[src/rtl/spmv_pkg.sv]
// Shared constants for the SpMV HBM datapath: HBM port geometry and the fixed
// AXI burst encodings used by every read engine.
package spmv_pkg;

  localparam int         HBM_ADDR_W     = 48;
  localparam int         HBM_DATA_W     = 256;
  localparam logic [1:0] AXI_BURST_INCR = 2'b01;
  localparam logic [2:0] AXI_SIZE_32B   = 3'b101;

  // Index width that stays legal (>= 1 bit) for a single-entry set.
  function automatic int idx_width(input int n);
    return (n > 1) ? $clog2(n) : 1;
  endfunction

endpackage

[src/rtl/hbm_rd_route_fifo.sv]
// In-order FIFO of requester indices, one entry per issued burst; the head
// names the requester that owns the R data currently on the shared port.
module hbm_rd_route_fifo #(
  parameter int DEPTH = 8,
  parameter int WIDTH = 2
) (
  input  logic             clk,
  input  logic             rstn,
  input  logic             push,
  input  logic [WIDTH-1:0] push_data,
  input  logic             pop,
  output logic [WIDTH-1:0] head,
  output logic             empty
);
  import spmv_pkg::*;

  localparam int PTR_W = idx_width(DEPTH);

  logic [WIDTH-1:0] mem_q [DEPTH];
  logic [WIDTH-1:0] mem_d [DEPTH];
  logic [PTR_W:0]   wr_ptr_q, wr_ptr_d;
  logic [PTR_W:0]   rd_ptr_q, rd_ptr_d;
  logic             full_s;

  assign empty  = (wr_ptr_q == rd_ptr_q);
  assign full_s = (wr_ptr_q[PTR_W] != rd_ptr_q[PTR_W]) &&
                  (wr_ptr_q[PTR_W-1:0] == rd_ptr_q[PTR_W-1:0]);
  assign head   = mem_q[rd_ptr_q[PTR_W-1:0]];

  // Next-state pointers and storage
  always_comb begin
    mem_d    = mem_q;
    wr_ptr_d = wr_ptr_q;
    rd_ptr_d = rd_ptr_q;
    if (push && !full_s) begin
      mem_d[wr_ptr_q[PTR_W-1:0]] = push_data;
      wr_ptr_d                   = wr_ptr_q + (PTR_W+1)'(1);
    end else begin
      wr_ptr_d = wr_ptr_q;
    end
    if (pop && !empty) begin
      rd_ptr_d = rd_ptr_q + (PTR_W+1)'(1);
    end else begin
      rd_ptr_d = rd_ptr_q;
    end
  end

  // FIFO state registers
  always_ff @(posedge clk or negedge rstn) begin
    if (!rstn) begin
      wr_ptr_q <= '0;
      rd_ptr_q <= '0;
      for (int i = 0; i < DEPTH; i++) begin
        mem_q[i] <= '0;
      end
    end else begin
      wr_ptr_q <= wr_ptr_d;
      rd_ptr_q <= rd_ptr_d;
      mem_q    <= mem_d;
    end
  end

endmodule

[src/rtl/hbm_rd_arbiter.sv]
// Round-robin arbiter sharing one HBM AXI4 read port among NUM_REQ kernel
// requesters; R bursts return to their owners in issue order.
module hbm_rd_arbiter #(
  parameter int NUM_REQ   = 4,
  parameter int ADDR_W    = spmv_pkg::HBM_ADDR_W,
  parameter int DATA_W    = spmv_pkg::HBM_DATA_W,
  parameter int MAX_OUTST = 8
) (
  input  logic                      clk,
  input  logic                      rstn,
  input  logic [NUM_REQ*ADDR_W-1:0] s_araddr,
  input  logic [NUM_REQ*8-1:0]      s_arlen,
  input  logic [NUM_REQ-1:0]        s_arvalid,
  output logic [NUM_REQ-1:0]        s_arready,
  output logic [NUM_REQ*DATA_W-1:0] s_rdata,
  output logic [NUM_REQ*2-1:0]      s_rresp,
  output logic [NUM_REQ-1:0]        s_rlast,
  output logic [NUM_REQ-1:0]        s_rvalid,
  input  logic [NUM_REQ-1:0]        s_rready,
  output logic [ADDR_W-1:0]         m_axi_araddr,
  output logic [7:0]                m_axi_arlen,
  output logic [2:0]                m_axi_arsize,
  output logic [1:0]                m_axi_arburst,
  output logic                      m_axi_arvalid,
  input  logic                      m_axi_arready,
  input  logic [DATA_W-1:0]         m_axi_rdata,
  input  logic [1:0]                m_axi_rresp,
  input  logic                      m_axi_rlast,
  input  logic                      m_axi_rvalid,
  output logic                      m_axi_rready,
  output logic                      err_unexp_r
);
  import spmv_pkg::*;

  localparam int               IDX_W   = idx_width(NUM_REQ);
  localparam int               CNT_W   = $clog2(MAX_OUTST) + 1;
  localparam logic [CNT_W-1:0] MAX_CNT = CNT_W'(MAX_OUTST);

  logic               arvalid_q, arvalid_d;
  logic [ADDR_W-1:0]  araddr_q, araddr_d;
  logic [7:0]         arlen_q, arlen_d;
  logic [IDX_W-1:0]   aridx_q, aridx_d;
  logic [IDX_W-1:0]   last_grant_q, last_grant_d;
  logic [CNT_W-1:0]   outst_q, outst_d;
  logic               err_q, err_d;

  logic               found_s;
  logic [IDX_W-1:0]   win_idx_s;
  logic               grant_s;
  logic               ar_hs_s;
  logic               r_last_hs_s;
  logic               fifo_empty_s;
  logic [IDX_W-1:0]   fifo_head_s;

  // Round-robin search starting just after the previous winner
  always_comb begin
    int               cand;
    logic [IDX_W-1:0] cand_idx;
    logic             hit;
    cand      = 0;
    cand_idx  = '0;
    hit       = 1'b0;
    found_s   = 1'b0;
    win_idx_s = last_grant_q;
    for (int k = 1; k <= NUM_REQ; k++) begin
      cand      = (int'(last_grant_q) + k) % NUM_REQ;
      cand_idx  = IDX_W'(cand);
      hit       = !found_s && s_arvalid[cand_idx];
      win_idx_s = hit ? cand_idx : win_idx_s;
      found_s   = found_s | hit;
    end
  end

  // The stage may be refilled in the same cycle it hands off to HBM.
  assign ar_hs_s     = arvalid_q && m_axi_arready;
  assign grant_s     = rstn && (!arvalid_q || m_axi_arready) &&
                       (outst_q < MAX_CNT) && found_s;
  assign s_arready   = grant_s ? (NUM_REQ'(1) << win_idx_s) : '0;

  assign m_axi_araddr  = araddr_q;
  assign m_axi_arlen   = arlen_q;
  assign m_axi_arvalid = arvalid_q;
  assign m_axi_arsize  = AXI_SIZE_32B;
  assign m_axi_arburst = AXI_BURST_INCR;
  assign err_unexp_r   = err_q;

  // R data is steered by the oldest outstanding burst; no owner means stall.
  assign m_axi_rready = rstn && !fifo_empty_s && s_rready[fifo_head_s];
  assign r_last_hs_s  = m_axi_rvalid && m_axi_rready && m_axi_rlast;
  assign s_rvalid     = (rstn && m_axi_rvalid && !fifo_empty_s) ?
                        (NUM_REQ'(1) << fifo_head_s) : '0;
  assign s_rdata      = rstn ? {NUM_REQ{m_axi_rdata}} : '0;
  assign s_rresp      = rstn ? {NUM_REQ{m_axi_rresp}} : '0;
  assign s_rlast      = rstn ? {NUM_REQ{m_axi_rlast}} : '0;

  // Next-state for the AR stage, priority pointer, burst count and error flag
  always_comb begin
    arvalid_d    = arvalid_q;
    araddr_d     = araddr_q;
    arlen_d      = arlen_q;
    aridx_d      = aridx_q;
    last_grant_d = last_grant_q;
    if (grant_s) begin
      arvalid_d    = 1'b1;
      araddr_d     = s_araddr[win_idx_s*ADDR_W +: ADDR_W];
      arlen_d      = s_arlen[win_idx_s*8 +: 8];
      aridx_d      = win_idx_s;
      last_grant_d = win_idx_s;
    end else if (ar_hs_s) begin
      arvalid_d = 1'b0;
    end else begin
      arvalid_d = arvalid_q;
    end
    case ({grant_s, r_last_hs_s})
      2'b10:   outst_d = outst_q + CNT_W'(1);
      2'b01:   outst_d = outst_q - CNT_W'(1);
      default: outst_d = outst_q;
    endcase
    err_d = err_q | (m_axi_rvalid && fifo_empty_s);
  end

  // Arbiter state registers
  always_ff @(posedge clk or negedge rstn) begin
    if (!rstn) begin
      arvalid_q    <= 1'b0;
      araddr_q     <= '0;
      arlen_q      <= 8'd0;
      aridx_q      <= '0;
      last_grant_q <= IDX_W'(NUM_REQ - 1);
      outst_q      <= '0;
      err_q        <= 1'b0;
    end else begin
      arvalid_q    <= arvalid_d;
      araddr_q     <= araddr_d;
      arlen_q      <= arlen_d;
      aridx_q      <= aridx_d;
      last_grant_q <= last_grant_d;
      outst_q      <= outst_d;
      err_q        <= err_d;
    end
  end

  hbm_rd_route_fifo #(
    .DEPTH (MAX_OUTST),
    .WIDTH (IDX_W)
  ) u_route_fifo (
    .clk       (clk),
    .rstn      (rstn),
    .push      (ar_hs_s),
    .push_data (aridx_q),
    .pop       (r_last_hs_s),
    .head      (fifo_head_s),
    .empty     (fifo_empty_s)
  );

endmodule

[config.mk]
export PLATFORM = sky130hd
export DESIGN_NAME = hbm_rd_arbiter
export DESIGN_NICKNAME = d
export VERILOG_FILES = /design/src/rtl/spmv_pkg.sv /design/src/rtl/hbm_rd_route_fifo.sv /design/src/rtl/hbm_rd_arbiter.sv
export SDC_FILE = /design/constraint.sdc
export NUM_CORES = 1
export LEC_CHECK = 0
export BUFFER_PORTS_ARGS = -buffer_cell sky130_fd_sc_hd__buf_2
export CELL_PAD_IN_SITES_DETAIL_PLACEMENT = 1
export CELL_PAD_IN_SITES_GLOBAL_PLACEMENT = 1
export CORE_AREA = 2 2 633 635
export CTS_BUF_LIST = sky130_fd_sc_hd__clkbuf_4
export CTS_CLUSTER_DIAMETER = 120
export DETAILED_ROUTE_END_ITERATION = 10
export DIE_AREA = 0 0 635 637
export GPL_TIMING_DRIVEN = 1
export PLACE_DENSITY_LB_ADDON = 0.1
export SYNTH_ARGS = -nofsm -noshare
export SYNTH_HDL_FRONTEND = slang
export SYNTH_SLANG_ARGS = --single-unit
[constraint.sdc]
create_clock -name clk -period 3.94 [get_ports clk]
set_input_delay 0.197 -clock clk [delete_from_list [all_inputs] [get_ports clk]]
set_output_delay 0.197 -clock clk [all_outputs]
set_load 0.005 [all_outputs]
==> metrics.cfg <==
[clocking]
worstSkewPairLatency_ns = 0.71
cts_buffers = 9
h_tree_level_count = 3
cts.sink_count = 90
clk_transition_reported_paths_ns = 0.23
clock_tree_from_tritoncts = done
clock_tree.buffer_depth = 2
ctsRootBufferMaster = sky130_fd_sc_hd__clkbuf_4

[critical_path]
element_type_at_the_critical_path_end = output pin
worstSetupStartpointType = input pin
timing.critical_path.buf_inv = 5
largest_fanout_of_any_net_on_the_critical_path = 80
reg2reg_from = u_route_fifo.rd_ptr_q[1]$_DFFE_PN0P_
worstPathCellList = dlygate4sd3_1 -> buf_8 -> dlygate4sd3_1 -> buf_12 -> and2_1 -> buf_2
setup.worst_path.start = rstn
worst-endpoint-required_ns = 3.74
critical_path.slowest_cell = sky130_fd_sc_hd__dlygate4sd3_1
path_common_cell = sky130_fd_sc_hd__dlygate4sd3_1
critPathArrivalTime_ns = 3.52
critical_path_class = in -> out
crit_family = buffers and inverters
max_stage_delay_ns = 0.84

[drt]
totalWireLength_um = 184000
via_count = 15200
detail_route.drc_violations = 0
detail_route.vias_per_cell = 1.92
drt.antenna.violating_nets = 0
drt_iter0_markers = 605
detailedRoute.firstPassIterationCount = 5
wire_per_inst_um = 23.2

[synth]
synth_cell_type_count = 49
synthArstFlopShare = 1.00
ys_seq_elements = 90
post_synth_fa_ha_maj_area_fraction = 0.00621
share_of_the_synthesized_area_in_compound_gates_ao_oa_aoi_oai = 0.116
synth.avg_cell_area_um2 = 7.82
synth_seq_area_share = 0.170
yosys_warnings = 0
multiplexer_share_of_the_synthesized_area = 0.0246
post_synth_inst_count = 1700
synth.cell_area_um2 = 13300
synth-edff-count = 0
synthXorXnorAreaFrac = 0.00922
synth_top_family_by_area = buffers and inverters
synthFlopType = sky130_fd_sc_hd__dfrtp_1
synth-simple-area-share = 0.201

[finish]
nNetsFinal = 3100
drive_gt1_frac = 0.653
area_delta_synth_final_pct = 77.1
fill_cells = 47900
layout.core_utilization = 0.0592

[global_routing]
grt_start_max_net_pins = 122
antenna_violations_before_repair = 99
first_global_vias = 15200
grt_first_pass_wirelength_um = 218000
total_track_usage = 0.0864
globalRoute.totalOverflow = 0

[floorplanning]
floorplan.initialDensity = 0.0334
floorplan.die_area_um2 = 404000
die_h_um = 637
rows = 232
die_width_um = 635
core_um2 = 398000
num_io_pins = 1603

[run_status]
result_of_the_run = finished clean

[power]
power.share.switching = 0.535
max-vdd-ir-drop_mv = 0.227
leakagePower_nw = 11.5
power.density_nw_per_um2 = 347
p_clk_frac = 0.092
intPower_mw = 3.80
combinationalPowerShare = 0.696
netSwitchingPower_mw = 4.37
power.share.sequential = 0.212

[timing]
tightestPinTransition_ns = 0.899
timing.slew.headroom = 0.401
timing.setup.tns_ns = 0
max_clk_rate_ghz = 0.269
setup_repair_after_global_routing_missed_its_margin = no
finalCriticalPeriod_ns = 3.72
fin_crit_sh = 0.945
hold_violations = 0
maxSlewViolCount = 0
finalSetupViolations = 0
fin_skew_ns = 0.0282

[job]
max_cap_viol_count = 0

[worst_hold_path]
min_path_type = in -> reg
hp-start = s_rready[2]

[place]
placement.io_buffers = 1597
place.detailed.hpwl_um = 167000
routabilityCongestion = 0.824

[timing repair]
action                                  CTS  global route
buffers inserted                          0             3
hold buffers                            120             0
hold endpoints to repair                123             0
gates resized for setup                   0             7
endpoints found under the setup margin    0             1
[worst register-to-register path, cell delays in order (launching register included)]
cell                            delay, ns
sky130_fd_sc_hd__dfrtp_2             0.51
sky130_fd_sc_hd__mux4_2              0.55
sky130_fd_sc_hd__mux2i_4             0.26
sky130_fd_sc_hd__inv_2               0.08
sky130_fd_sc_hd__a211oi_2            0.18
sky130_fd_sc_hd__dlygate4sd3_1       0.62
sky130_fd_sc_hd__nor2_2              0.08
sky130_fd_sc_hd__inv_1               0.07
sky130_fd_sc_hd__ha_1                0.20
sky130_fd_sc_hd__ha_1                0.25
sky130_fd_sc_hd__a21o_1              0.18
sky130_fd_sc_hd__a21oi_1             0.20
sky130_fd_sc_hd__xnor2_1             0.14
sky130_fd_sc_hd__nor2_1              0.08
sky130_fd_sc_hd__xor2_1              0.15
[through the flow]
stage	instance area [um2]	cells	worst slack (ns)	total power, mW	hold WS, ns
4_1_cts	23400	7866	0.00432	8.65	0.0201
6_report	23600	7906	0.218	8.18	0.173
3_5_place_dp	22100	7730	0.588	7.44	0.0152
2_1_floorplan	13300	1703	1.18	4.63	-0.0986
3_3_place_gp	22100	7730	0.482	7.50	0.0154
5_1_grt	23500	7882	0.0236	9.01	0.0893
[power by group through the flow]
stage	Clock [mW]	Sequential (mW)	Combinational, mW
global placement	0	1.77	5.73
global route	0.885	1.82	6.31
CTS	0.894	1.75	6.00
floorplan	0	1.64	2.99
detailed placement	0	1.77	5.67
finish	0.753	1.73	5.69
[layout by cell type (no fill, tap or decap), drive strengths merged, types with 3 or more instances in the layout]
master	count
and2	262
dlygate4sd3	120
xnor2	11
a21oi	8
inv	13
buf	1638
conb	5
diode	37
and3	59
nor2	13
a21o	58
nand2	129
mux2	20
o21ai	8
xor2	3
ha	5
nor3	3
a211oi	58
a311oi	56
clkbuf	10
nand2b	6
nand3	4
mux2i	4
dfrtp	88
[registers in the layout, summed over array words and instances, names as in the netlist, 2 cells and up]
register	flops
aridx_q	2
last_grant_q	2
m_axi_araddr	48
m_axi_arlen	8
outst_q	4
u_route_fifo.mem_q	16
u_route_fifo.rd_ptr_q	4
u_route_fifo.wr_ptr_q	4
[synthesized netlist by cell type (2+ instances only)]
master                     number  share of area
sky130_fd_sc_hd__nor3_1         3         0.0011
sky130_fd_sc_hd__a211oi_2       2         0.0019
sky130_fd_sc_hd__buf_4        787           0.44
sky130_fd_sc_hd__buf_2         14         0.0053
sky130_fd_sc_hd__nor2_1        12         0.0034
sky130_fd_sc_hd__xnor2_1       11         0.0072
sky130_fd_sc_hd__a21o_1        58          0.033
sky130_fd_sc_hd__mux4_2         2         0.0034
sky130_fd_sc_hd__mux2i_1        3         0.0023
sky130_fd_sc_hd__mux2_2        19          0.016
sky130_fd_sc_hd__nand2b_1       5         0.0024
sky130_fd_sc_hd__xor2_1         3         0.0020
sky130_fd_sc_hd__a311oi_1      56          0.037
sky130_fd_sc_hd__o21ai_0        8         0.0030
sky130_fd_sc_hd__nand3b_1       2         0.0011
sky130_fd_sc_hd__conb_1         2        0.00056
sky130_fd_sc_hd__clkbuf_1      66          0.019
sky130_fd_sc_hd__a21oi_1        8         0.0030
sky130_fd_sc_hd__nand3_1        4         0.0015
sky130_fd_sc_hd__and2_1       262           0.12
sky130_fd_sc_hd__dfrtp_1       88           0.17
sky130_fd_sc_hd__inv_1          7         0.0020
sky130_fd_sc_hd__a211oi_1      56          0.032
sky130_fd_sc_hd__dfstp_2        2         0.0040
sky130_fd_sc_hd__and3_1        59          0.028
sky130_fd_sc_hd__ha_1           5         0.0047
sky130_fd_sc_hd__buf_1          6         0.0017
sky130_fd_sc_hd__nand2_1      129          0.036
[layout make-up]
cell class                      instances  area [um2]  share of cell area
Timing Repair Buffer                 1759        9600               0.408
Tap cell                             5265        6590               0.280
Multi-Input combinational cell        731        4810               0.204
Sequential cell                        90        2260              0.0959
Clock inverter                          7        92.6             0.00393
Antenna cell                           37        92.6             0.00393
Clock buffer                            9        67.6             0.00287
Inverter                                8        32.5             0.00138
[final timing paths]
path	to	slack, ns	depth (start not counted)
worst max-delay path	s_rdata[452]	0.22	6
worst min-delay path	u_route_fifo.rd_ptr_q[0]$_DFFE_PN0P_	0.17	5
worst max register to register	outst_q[3]$_DFFE_PN0P_	0.31	14
worst min register to register	outst_q[3]$_DFFE_PN0P_	0.48	1
max in group asynchronous	m_axi_arlen[0]$_DFFE_PN0P_	1.69	6
min in group asynchronous	outst_q[3]$_DFFE_PN0P_	0.63	3
[cells by family (layout without fill, tap and decap cells)]
group / Yosys count / after routing
buffers and inverters: 882 / 1783
multiplexers: 26 / 26
AO/OA/AOI/OAI: 197 / 197
flip-flops: 90 / 90
other: 2 / 42
AND/OR/NAND/NOR: 483 / 483
XOR/XNOR: 14 / 14
adder cells (fa/ha/maj): 6 / 6
[per-layer routing]
metal / wire, um / GRT usage
met5: 587 / 0
met4: 3360 / 0.0167
met3: 13300 / 0.0278
met2: 96000 / 0.160
met1: 70500 / 0.0956
Note: power is estimated with default switching activity, not from simulation.
